## src/rtl/mips_mem_pkg.sv

```systemverilog
// Shared types and constants for the MEM-stage data memory sequencer.
package mips_mem_pkg;

  typedef enum logic [1:0] {
    S_IDLE = 2'd0,
    S_WAIT = 2'd1,
    S_DONE = 2'd2
  } state_e;

  localparam logic [1:0] SZ_BYTE = 2'b00;
  localparam logic [1:0] SZ_HALF = 2'b01;
  localparam logic [1:0] SZ_WORD = 2'b10;

  localparam int unsigned TIMEOUT_DEFAULT = 255;

endpackage

```

## src/rtl/mem_access_ctrl_load_align.sv

```systemverilog
// Big-endian lane select and sign/zero extension of a loaded word.
module load_align
  import mips_mem_pkg::*;
(
  input  logic [31:0] rdata,
  input  logic [1:0]  offset,
  input  logic [1:0]  size,
  input  logic        load_unsigned,
  output logic [31:0] data
);

  logic [7:0]  b;
  logic [15:0] h;
  logic        sx;

  always_comb begin
    b = rdata[31:24];
    unique case (offset)
      2'd0: b = rdata[31:24];
      2'd1: b = rdata[23:16];
      2'd2: b = rdata[15:8];
      2'd3: b = rdata[7:0];
      default: b = rdata[31:24];
    endcase
  end

  assign h = offset[1] ? rdata[15:0] : rdata[31:16];

  always_comb begin
    data = rdata;
    sx   = 1'b0;
    unique case (1'b1)
      (size == SZ_BYTE): begin
        sx   = ~load_unsigned & b[7];
        data = {{24{sx}}, b};
      end
      (size == SZ_HALF): begin
        sx   = ~load_unsigned & h[15];
        data = {{16{sx}}, h};
      end
      default: data = rdata;
    endcase
  end

endmodule

```

## src/rtl/mem_access_ctrl.sv

```systemverilog
// MEM-stage data memory sequencer with alignment and load extension.
// Optional bus watchdog enabled by defining MEM_TIMEOUT_EN.
module mem_access_ctrl
  import mips_mem_pkg::*;
#(
  parameter int unsigned TIMEOUT_CYCLES = TIMEOUT_DEFAULT
) (
  input  logic        clk,
  input  logic        reset,
  input  logic        op_valid,
  input  logic        is_write,
  input  logic [1:0]  size,
  input  logic        load_unsigned,
  input  logic [31:0] addr,
  input  logic [31:0] wdata,
  output logic        mem_req,
  output logic        mem_we,
  output logic [3:0]  mem_be,
  output logic [31:0] mem_addr,
  output logic [31:0] mem_wdata,
  input  logic        mem_ack,
  input  logic [31:0] mem_rdata,
  output logic        stall,
  output logic [31:0] load_data,
  output logic        load_valid,
  output logic        align_err,
  output logic        bus_err
);

  state_e      state, state_d;
  logic        aligned;
  logic        start, take_ack, misalign;
  logic        timeout, expire;
  logic [3:0]  be_d;
  logic [31:0] wdata_d;
  logic [1:0]  off_q, size_q;
  logic        uns_q;
  logic [31:0] ext_data;

  always_comb begin
    aligned = 1'b1;
    be_d    = 4'b1111;
    wdata_d = wdata;
    unique case (1'b1)
      (size == SZ_BYTE): begin
        aligned = 1'b1;
        be_d    = 4'b1000 >> addr[1:0];
        wdata_d = {4{wdata[7:0]}};
      end
      (size == SZ_HALF): begin
        aligned = ~addr[0];
        be_d    = addr[1] ? 4'b0011 : 4'b1100;
        wdata_d = {2{wdata[15:0]}};
      end
      default: begin
        aligned = (addr[1:0] == 2'b00);
        be_d    = 4'b1111;
        wdata_d = wdata;
      end
    endcase
  end

  always_comb begin
    state_d  = state;
    start    = 1'b0;
    take_ack = 1'b0;
    misalign = 1'b0;
    unique case (state)
      S_IDLE: begin
        if (op_valid && aligned) begin
          start   = 1'b1;
          state_d = S_WAIT;
        end else if (op_valid) begin
          misalign = 1'b1;
        end
      end
      S_WAIT: begin
        if (mem_ack) begin
          take_ack = 1'b1;
          state_d  = S_DONE;
        end else if (timeout) begin
          state_d = S_DONE;
        end
      end
      S_DONE: state_d = S_IDLE;
      default: state_d = S_IDLE;
    endcase
  end

  // Reset must release the pipeline even while an op is still presented.
  assign stall = reset &
    (((state == S_IDLE) & op_valid & aligned) | (state == S_WAIT));

  assign expire = timeout & ~mem_ack;

  always_ff @(posedge clk or negedge reset) begin
    if (!reset) state <= S_IDLE;
    else        state <= state_d;
  end

  always_ff @(posedge clk or negedge reset) begin
    if (!reset) begin
      mem_req    <= 1'b0;
      mem_we     <= 1'b0;
      mem_be     <= '0;
      mem_addr   <= '0;
      mem_wdata  <= '0;
      off_q      <= '0;
      size_q     <= '0;
      uns_q      <= 1'b0;
      load_data  <= '0;
      load_valid <= 1'b0;
      align_err  <= 1'b0;
    end else begin
      align_err  <= misalign;
      load_valid <= take_ack & ~mem_we;
      if (start) begin
        mem_req   <= 1'b1;
        mem_we    <= is_write;
        mem_be    <= be_d;
        mem_addr  <= {addr[31:2], 2'b00};
        mem_wdata <= wdata_d;
        off_q     <= addr[1:0];
        size_q    <= size;
        uns_q     <= load_unsigned;
      end else if (take_ack || expire) begin
        mem_req <= 1'b0;
      end
      if (take_ack && !mem_we) load_data <= ext_data;
      else if (expire)         load_data <= '0;
    end
  end

`ifdef MEM_TIMEOUT_EN
  logic [7:0] wait_cnt;

  always_ff @(posedge clk or negedge reset) begin
    if (!reset)               wait_cnt <= '0;
    else if (start)           wait_cnt <= '0;
    else if (state == S_WAIT) wait_cnt <= wait_cnt + 8'd1;
  end

  assign timeout = (state == S_WAIT) &&
                   (wait_cnt == 8'(TIMEOUT_CYCLES - 1));

  always_ff @(posedge clk or negedge reset) begin
    if (!reset) bus_err <= 1'b0;
    else        bus_err <= expire;
  end
`else
  assign timeout = 1'b0;
  assign bus_err = 1'b0;
`endif

  load_align u_align (
    .rdata         (mem_rdata),
    .offset        (off_q),
    .size          (size_q),
    .load_unsigned (uns_q),
    .data          (ext_data)
  );

endmodule

```

## config.mk

```make
export PLATFORM = sky130hd
export DESIGN_NAME = mem_access_ctrl
export DESIGN_NICKNAME = d
export VERILOG_FILES = /design/src/rtl/mips_mem_pkg.sv /design/src/rtl/mem_access_ctrl_load_align.sv /design/src/rtl/mem_access_ctrl.sv
export SDC_FILE = /design/constraint.sdc
export NUM_CORES = 1
export LEC_CHECK = 0
export BUFFER_PORTS_ARGS = -buffer_cell sky130_fd_sc_hd__buf_2
export CORE_MARGIN = 10
export CORE_UTILIZATION = 44
export CTS_CLUSTER_DIAMETER = 150
export DETAILED_ROUTE_END_ITERATION = 8
export HOLD_SLACK_MARGIN = 0.12
export PLACE_DENSITY = 0.77
export RECOVER_POWER = 25
export SLEW_MARGIN = 30
export SYNTH_ARGS = -nofsm -noshare
export SYNTH_HDL_FRONTEND = slang
export SYNTH_SLANG_ARGS = --single-unit
```

## constraint.sdc

```tcl
create_clock -name clk -period 1.6 [get_ports clk]
set_clock_uncertainty 0.05 [all_clocks]
set_input_delay 0.32 -clock clk [delete_from_list [all_inputs] [get_ports clk]]
set_output_delay 0.32 -clock clk [all_outputs]
set_load 0.03 [all_outputs]
```

Word-level counts from Yosys, hierarchy flattened --
Cells that the tools add are included.
Storage, ports and cells: register bits after elaboration 109, bits of input ports 104, output and inout bits 106
Operators by class: equality and inequality tests 8, shifts and indexed selects 1, mux-type cells 19, bitwise operators 10, reductions and logical operators 10
Operators by type and width (count):
- case mux 32 bit (2 select lines) | 2
- case mux 8 bit (4 select lines) | 1
- 2-to-1 mux 16 bit | 1
- zero test 2 bit | 5
- 2-to-1 mux 1 bit | 9
- == test 2 x 1 -> 1 bit (second input constant) | 4
- case mux 4 bit (2 select lines) | 1
- bitwise AND 1 bit | 6
- == test 2 bit (second input constant) | 2
- 2-to-1 mux 2 bit | 2
- 2-to-1 mux 4 bit | 1
- inequality test 2 bit (second input constant) | 2
- case mux 2 bit (2 select lines) | 1
- >> shifter 4 x 2 -> 4 bit (first input constant) | 1
- NOT 1 bit | 3
- logical AND 1 bit | 2
- case mux 1 bit (2 select lines) | 1
- AND reduction 2 bit | 1
- nonzero test 2 bit | 1
- zero test 1 bit | 1
- bitwise OR 1 bit | 1

Depth between registers and ports, before layout --
Gate-level depths: netlist (run 1).
word-level depth 6, mapped depth 7

Hierarchy --
Synthesis (run 1) repeated with hierarchy kept, for this count alone.
Unflattened totals: cell total of the unflattened synthesis 407, area, all modules 5589.1 µm²
Modules (own cells, without submodules):
- mem_access_ctrl | instances 1, cells an instance 300, area an instance 4802.1 µm², sequential area each 2727.6 µm²
- load_align | instances 1, cells an instance 107, area an instance 787.0 µm², sequential area each 0.0 µm²

Least setup slack after synthesis (run 1) --
Ideal clock, no wire load.
path type register to output, start reg state[0], end out stall, data arrival time 1.795 ns, path slack -0.565 ns, cell stages (with the launch flop) 6, buffers on the path 2, cells stage by stage dfrtp_1 nor3b_2 o21ai_2 buf_6 buf_6 a21boi_0
On the way: cells in the longest elaborated chain, start to end 5
RTL lines:
- start: declaration | line mem_access_ctrl.sv:30 | state_e state, state_d;
- start signal: assignment | line mem_access_ctrl.sv:98 | else state <= state_d;
- zero test 2 bit | line mem_access_ctrl.sv:92 | (((state == S_IDLE) & op_valid & aligned) | (state == S_WAIT));
- bitwise AND 1 bit (2 in series) | line mem_access_ctrl.sv:92
- bitwise OR 1 bit * | line mem_access_ctrl.sv:92
- bitwise AND 1 bit * | line mem_access_ctrl.sv:91 | assign stall = reset &
- end: declaration | line mem_access_ctrl.sv:23 | output logic stall,
Mark *: on every way between the ends. The rest lies on a longest branch, timed or not.

Final worst setup path (run 1) --
start reg state[1], end out stall
Same word-level chain as after synthesis.

==> results.yml, run 1 <==
power:
  p_per_area_nw_per_um2: 1820
  total_power_mw: 12.9
  ir_drop_uv: 1040
  p_leak_nw: 3.58
cells_and_area:
  layout.cells.non_filler: 822
  final_cell_mix: "buf_2, dfrtp_1, a21oi_1"
  drive_above_1_share_pct: 48.2
  areaGrowthSynthToFinish_pct: 39.3
  mostFrequentLayoutCell: "buf_2"
  postLayoutCellArea_um2: 7100
  antenna_cells: 0
  fin_nets: 778
  final_util_pct: 62.4
flow_run:
  max-cap-violations: 0
clocking:
  clockRootBuffer: "clkbuf_16"
  cts_made_buffers: 9
  cts_tree: "built"
  clock-sinks: 109
  clk_latency_ns: 0.35
  max-clock-path-buffers: 2
  cts_max_level: 3
  clkTransAtPathRegs_ns: 0.08
synthesis:
  yosysWarnings: 0
  async_flop_share_pct: 100
  synth_fa_ha_area_share_pct: 0
  synth_top_family_by_area: "multiplexers"
  synth-xor-area-share_pct: 0.172
  synth-simple-area-share_pct: 8.69
  syn_area_per_cell_um2: 11.2
  synth_top_cell_area_share_pct: 53.5
  synth_compound_area_share_pct: 14.0
  syn-cell-area_um2: 5090
  yosys.area.top_type: "dfrtp_1"
  synthCells: 454
  synth_mux_area_share_pct: 19.2
  synth.ff_latch_count: 109
  yosysSeqAreaShare_pct: 53.5
  ys.flop_type: "dfrtp_1"
  synth.area.top_cells: "dfrtp_1, mux2i_1, mux2_4, mux2_2, a21oi_1"
  ys_types: 40
  synth-edff-count: 0
global_routing:
  gr-total-overflow: 0
  grt_pass1_vias: 4578
  antenna_found_initial: 0
  grt_first_pass_wirelength_mm: 23.7
  grt_usage_pct: 17.8
  grt_max_degree: 110
floorplanning:
  die-area_um2: 16300
  start_util_pct: 44.8
  die-width_um: 128
  coreArea_um2: 11400
  die_y_um: 128
  ios: 210
  row_count: 39
worst_setup_path:
  worstPathRequired_ns: 1.23
  cp_max_fo: 3
  crit_buf_inv: 1
  startpoint_type: "flop"
  arrival_ns: 1.44
  reg2reg_depth: 6
  crit_path_end_kind: "primary output"
  critPathMaxStageDelay_ns: 0.43
  crit_cells: 4
  slowest_stage: "dfrtp_1"
  crit_family: "flip-flops"
  critPathKind: "flop to primary output"
  crit_chain: "nor3b_4, o21ai_4, a21boi_4, buf_6"
  reg2reg_setup_slack_ns: -0.14
timing:
  setup_ws_ns: -0.209
  setup_viol_count_final: 65
  slew_violations: 0
  rsz0062_at_grt: "true"
  finalCritPeriodShare_pct: 113
  fin_setup_tns_ns: -7.14
  tightest_slew_ns: 0.848
  slew_headroom_pct: 43.5
  finalCriticalPeriod_ns: 1.81
  hold_viol: 0
  max_freq_mhz: 553
  whs_ns: 0.145
drt:
  wl_mm: 15.2
  drc: 0
  drt_iter0_drc: 317
  wl_per_cell_um: 18.5
  vias_per_cell: 5.25
  vias: 4314
  ant_nets: 0
  firstDrtPassIters: 5
place:
  dpl_cell_area_um2: 6400
  dp_worst_setup_slack_ns: -0.0268
  dpl.hpwl_mm: 11.1
  dp.cells: 794
  portBuffers: 206
  place_congestion: 0.860
hold_path:
  hold_depth: 2
  min_path_type: "input pin to flop"
run_status:
  status: "finished with violations"
  violations: "negative setup slack"
## cells in the mapped netlist, drive strengths merged, types with 2 or more instances
master	number
buf	27
o22ai	7
nand2b	3
nand2	39
inv	2
nor3	2
nor2	44
mux2	44
mux2i	39
a22o	9
nand3b	2
or2	5
o21ai	36
a21oi	55
dfrtp	109
clkbuf	9
a221oi	9
## flip-flops by register name, summed over array words and instances (netlist names)
register    flops
load_data      32
mem_wdata      32
mem_addr       30
mem_be          4
off_q           2
size_q          2
state           2
align_err       1
load_valid      1
mem_req         1
mem_we          1
uns_q           1
## layout make-up
type / instances / area, um2
fillers: 884 / 4270
clock buffers: 9 / 225
multi-input cells: 308 / 2260
clock inverters: 7 / 121
repair buffers: 243 / 1570
flip-flops and latches: 109 / 2730
inverters: 3 / 11.3
well taps: 143 / 179
## path summary, 6_finish.rpt
path | to | start
setup / recovery | stall | state[1]
hold / removal | mem_addr[16] | addr[16]
setup reg to reg | mem_addr[22] | state[1]
hold reg to reg | mem_be[3] | mem_be[3]
max in group asynchronous | mem_addr[22] | reset
min in group asynchronous | mem_be[0] | reset
## per-layer routing
layer	vias to the layer above	wire (um)	global-route usage, %
li1	2048	-	-
met1	2069	6180	21.2
met2	178	7150	28.1
met3	19	1580	7.73
met4	0	255	6.09
met5	-	0	0
## cells by family after synthesis
kind of cell    count (synthesis)
mux                            84
simple gates                  100
buf+inv                        39
xor+xnor                        1
other cells                     1
flops                         109
compound gates                120
## report_power, final
part           internal, mW  total, mW  switching (mW)  leakage (nW)
clock network          1.54       2.58            1.05         0.158
registers              3.78       4.39           0.608          1.29
logic                  2.11       5.92            3.81          2.13
## what timing repair did
| action | 4_1_cts | 5_1_grt |
|---|---|---|
| pin swaps | 1 | 1 |
| buffers inserted | 2 | 4 |
| hold buffers | 1 | 0 |
| gates resized for setup | 15 | 35 |
| endpoints found under the setup margin | 7 | 75 |
| cloned | 1 | 4 |
| endpoints found under the hold margin | 109 | 0 |
No activity file was read; power rests on OpenSTA's default activity.
==> inputs of run 2 (changes only) <==
Settings changed: TNS_END_PERCENT from default to 1.
==> run 2 against run 1 <==
  * The flow still finishes with violations (negative setup slack)
  * Via count down 1.4%
  * Design area down 3.4%
  * Critical path depth unchanged
  * Setup slack better by 0.00087 ns
  * Routed wire length down 3.0%
  * Non-clock buffer count down 9
==> results.yml, run 2 (same netlist as run 1, synthesis figures left out) <==
clocking:
  cts_made_buffers: 9
  clkTransAtPathRegs_ns: 0.08
  clock-sinks: 109
  cts_max_level: 3
  max-clock-path-buffers: 2
  cts_tree: "built"
  clk_latency_ns: 0.35
  clockRootBuffer: "clkbuf_16"
global_routing:
  antenna_found_initial: 0
  gr-total-overflow: 0
  grt_pass1_vias: 4558
  grt_max_degree: 110
  grt_usage_pct: 17.5
  grt_first_pass_wirelength_mm: 23.5
cells_and_area:
  final_cell_mix: "buf_2, dfrtp_1, a21oi_1"
  multi_input_area_um2: 2240
  fin_nets: 769
  drive_above_1_share_pct: 47.2
  reg.largest.list: "load_data: 32 flops, mem_wdata: 32 flops, mem_addr: 30 flops"
  fill_cells: 918
  mostFrequentLayoutCell: "buf_2"
  antenna_cells: 0
  final_util_pct: 60.3
  ff_latch_area_um2: 2730
  areaGrowthSynthToFinish_pct: 34.6
timing:
  hold_viol: 0
  setup_ws_ns: -0.208
  finalCriticalPeriod_ns: 1.81
  whs_ns: 0.141
  slew_violations: 0
  finalCritPeriodShare_pct: 113
  setup_viol_count_final: 35
  slew_headroom_pct: 43.7
  tightest_slew_ns: 0.845
  max_freq_mhz: 553
  rsz0062_at_grt: "true"
  fin_setup_tns_ns: -1.27
worst_setup_path:
  cp_max_fo: 4
  critPathKind: "flop to primary output"
  critPathMaxStageDelay_ns: 0.43
  worstPathRequired_ns: 1.23
  startpoint_type: "flop"
  crit_chain: "nor3b_4, o21ai_4, a21boi_4, buf_6"
  slowest_stage: "dfrtp_1"
  crit_buf_inv: 1
  crit_path_end_kind: "primary output"
  arrival_ns: 1.44
  crit_family: "flip-flops"
power:
  total_power_mw: 12.7
  ir_drop_uv: 1040
  p_per_area_nw_per_um2: 1850
  p_leak_nw: 3.46
floorplanning:
  ios: 210
  coreArea_um2: 11400
  die_y_um: 128
  start_util_pct: 44.8
  die-area_um2: 16300
  row_count: 39
  die-width_um: 128
place:
  dpl.hpwl_mm: 11.1
  portBuffers: 206
  dp_worst_setup_slack_ns: -0.0268
  place_congestion: 0.860
run_status:
  violations: "negative setup slack"
  status: "finished with violations"
drt:
  wl_met2_mm: 6.88
  wl_mm: 14.7
  top_layer: "met4"
  wl_per_cell_um: 18.1
  drc: 0
  drt_iter0_drc: 286
  vias_per_cell: 5.23
  ant_nets: 0
  wl_met1_mm: 5.97
  wl_met3_mm: 1.60
  vias: 4255
  firstDrtPassIters: 4
flow_run:
  max-cap-violations: 0
hold_path:
  min_path_type: "input pin to flop"
run 2: changes by cell type in the layout (fill, tap and decap cells not counted), sizes merged:
cell    delta
buf        -5
clkbuf     -4
run 2: cell type report:
cell class / instances / area share, %
sequential: 109 / 39.8
inverter: 3 / 0.164
multi-input combinational: 308 / 32.7
tap: 143 / 2.61
timing repair buffer: 234 / 19.8
clock buffer: 9 / 3.28
clock inverter: 7 / 1.77
run 2: worst paths after layout:
kind                                 to         start  slack (ns)  cells after the start
max in group asynchronous  mem_addr[13]         reset        0.17                      3
max reg2reg                mem_addr[23]      state[1]       -0.06                      5
max                               stall      state[1]       -0.21                      4
min in group asynchronous  mem_addr[25]         reset        0.78                      3
min reg2reg                load_data[5]  load_data[5]        0.43                      2
min                        mem_addr[16]      addr[16]        0.14                      2
run 2: per-stage QoR:
stage | instance area [um2] | cells
floorplan | 5120 | 456
global placement | 6400 | 794
detailed placement | 6400 | 794
CTS | 6830 | 813
global route | 6860 | 813
finish | 6860 | 813
run 2: power breakdown:
part | internal [mW] | switching [mW] | leakage (nW) | total, mW
registers | 3.78 | 0.603 | 1.29 | 4.38
logic | 1.99 | 3.75 | 2.01 | 5.75
clock network | 1.54 | 1.06 | 0.158 | 2.59
total | 7.31 | 5.41 | 3.46 | 12.7
run 2: routing by layer:
metal  global-route usage (%)  vias to the layer above
met3                     7.73                       20
met4                     6.09                        0
li1                         -                     2028
met2                     27.6                      181
met1                     20.9                     2026
met5                        0                        -
run 2: timing repair:
action | CTS | global route
endpoints found under the setup margin | 7 | 72
buffers inserted | 2 | 0
endpoints found under the hold margin | 109 | 0
hold buffers | 1 | 0
pin swaps | 1 | 0
resized for setup | 13 | 16
run 2: worst reg2reg max path, delay by kind of cell, from the launching register on:
kind | cells | cell delay, ns
AND/OR/NAND/NOR | 1 | 0.26
buffers and inverters | 2 | 0.34
flip-flops | 1 | 0.43
AO/OA/AOI/OAI | 1 | 0.11
multiplexers | 1 | 0.35
==> inputs of run 3 (changes only) <==
Settings changed: BUFFER_PORTS_ARGS -buffer_cell sky130_fd_sc_hd__buf_2 to default, CORE_UTILIZATION 44 to 55, DONT_BUFFER_PORTS from default to 1, PLACE_DENSITY 0.77 to 0.73.
==> run 3 against run 2 <==
  * Global-route usage rose by 5.2 points
  * Sequential share of layout area rose by 2.3 points
  * Utilization rose by 11 points
  * First-iteration DRC count rose by 28%
  * Die area fell by 17%
  * The flow finishes with violations (negative hold slack, negative setup slack)
  * Highest routed layer unchanged
  * Register-to-register slack barely moved
==> results.yml, run 3 (same netlist as run 1, synthesis figures left out) <==
worst_setup_path:
  slowest_stage: "dfrtp_1"
  critPathLaunch: "state[1]"
  reg2reg_setup_slack_ns: -0.05
  arrival_ns: 1.45
  startpoint_type: "flop"
  crit_chain: "nor3b_4, o21ai_4, a21boi_4"
  critPathMaxStageDelay_ns: 0.44
  critPathKind: "flop to primary output"
  crit_buf_inv: 0
  crit_family: "flip-flops"
  worstPathRequired_ns: 1.23
  r2r_start: "state[0]"
  crit_path_end_kind: "primary output"
  r2r-end: "load_data[13]"
  cp_max_fo: 4
  reg2reg_depth: 6
power:
  p_per_area_nw_per_um2: 1700
  p_leak_nw: 2.92
  p_int_mw: 5.91
  swShare_pct: 46.5
  power.switching_mw: 5.13
  total_power_mw: 11.0
  power_frac_clock_pct: 16.4
  combPwrFrac_pct: 23.5
  seqPwrFrac_pct: 60.1
  ir_drop_uv: 955
cells_and_area:
  reg.largest.list: "load_data: 32 flops, mem_wdata: 32 flops, mem_addr: 30 flops"
  final_util_pct: 71.2
  antenna_cells: 0
  final_cell_mix: "dfrtp_1, dlygate4sd3_1, a21oi_1"
  fin_nets: 651
  drive_above_1_share_pct: 19.6
  mostFrequentLayoutCell: "dfrtp_1"
  areaGrowthSynthToFinish_pct: 27.2
  layout.cells.non_filler: 663
hold_path:
  min_path_type: "input pin to async pin"
drt:
  vias_per_cell: 6.01
  drt_iter0_drc: 366
  vias: 3987
  firstDrtPassIters: 5
  wl_per_cell_um: 23.2
  drc: 0
  wl_mm: 15.4
  ant_nets: 0
global_routing:
  gr-total-overflow: 0
  grt_first_pass_wirelength_mm: 24.1
  grt_usage_pct: 22.6
  antenna_found_initial: 0
  grt_max_degree: 111
  grt_pass1_vias: 4293
floorplanning:
  die-area_um2: 13500
  die_y_um: 116
  coreArea_um2: 9110
  die-width_um: 116
  row_count: 35
  start_util_pct: 55.9
  ios: 210
timing:
  rsz0062_at_grt: "true"
  setup_viol_count_final: 22
  slew_violations: 0
  max_freq_mhz: 549
  whs_ns: -0.426
  finalCritPeriodShare_pct: 114
  slew_headroom_pct: 54.6
  tightest_slew_ns: 0.678
  hold_viol: 109
  setup_ws_ns: -0.222
  finalCriticalPeriod_ns: 1.82
place:
  portBuffers: 0
  dpl.hpwl_mm: 10.1
  dp.cells: 555
  place_congestion: 0.876
  dp_worst_setup_slack_ns: -0.0105
clocking:
  cts_max_level: 3
  clkTransAtPathRegs_ns: 0.12
  clk_latency_ns: 0.37
  max-clock-path-buffers: 2
  cts_tree: "built"
  cts_made_buffers: 9
  clock-sinks: 109
  clockRootBuffer: "clkbuf_8"
run_status:
  violations: "negative hold slack, negative setup slack"
  status: "finished with violations"
flow_run:
  max-cap-violations: 0
-- run 3: changes by cell type in the layout (fill, tap and decap cells not counted), sizes merged --
| cell | delta |
|---|---|
| buf | -204 |
| dlygate4sd3 | +89 |
| bufinv | -2 |
| clkbuf | -2 |
| clkinv | +2 |
| clkinvlp | -2 |
| inv | +1 |
-- run 3: layout make-up --
| class | instances | area, um2 |
|---|---|---|
| Timing Repair Buffer | 116 | 1160 |
| Fill cell | 618 | 2630 |
| Tap cell | 111 | 139 |
| Clock buffer | 10 | 138 |
| Clock inverter | 6 | 80.1 |
| Multi-Input combinational cell | 308 | 2220 |
| Inverter | 3 | 12.5 |
| Sequential cell | 109 | 2730 |
-- run 3: worst reg2reg max path: cells and delay by family (launching register included) --
family / cells / cell delay [ns]
simple gates: 2 / 0.36
buf+inv: 2 / 0.36
flops: 1 / 0.42
compound gates: 2 / 0.34
-- run 3: per-layer routing --
layer | GRT usage, % | part of all wire (%) | vias to the layer above
met5 | 0 | 0 | -
met4 | 7.84 | 2.8 | 0
met3 | 10.8 | 13 | 36
met2 | 37.7 | 50 | 221
met1 | 24.8 | 35 | 1943
li1 | - | - | 1787
-- run 3: repair_timing --
action / 4_1_cts / 5_1_grt
resized for setup: 3 / 13
endpoints found under the hold margin: 196 / 110
pin swaps: 2 / 1
buffers inserted: 2 / 0
setup endpoints to repair: 14 / 81
hold buffers: 89 / 1
-- run 3: how the worst max path moves through the flow --
stage               endpoint  slack, ns  cells after the start
2_1_floorplan          stall      -0.06                      5
3_3_place_gp    load_data[9]       0.06                      6
3_5_place_dp   load_data[21]      -0.01                      6
4_1_cts                stall      -0.27                      3
5_1_grt                stall      -0.28                      3
6_report               stall      -0.22                      3
-- run 3: power groups by stage --
stage,Clock (mW),Combinational [mW],Sequential [mW]
after floorplan,0,1.86,6.32
after global placement,0,2.18,6.68
after detailed placement,0,2.29,6.69
after CTS,1.84,2.52,6.65
after global routing,1.98,2.87,6.78
final,1.81,2.60,6.63
-- run 3: per-stage QoR --
step	cell area, um2	setup TNS [ns]	hold slack, ns
5_1_grt	6480	-3.86	-0.447
2_1_floorplan	5120	-0.0598	-0.0256
4_1_cts	6430	-0.953	-0.438
3_3_place_gp	5300	0	-0.0216
3_5_place_dp	5300	-0.0114	-0.0213
6_report	6480	-0.546	-0.426
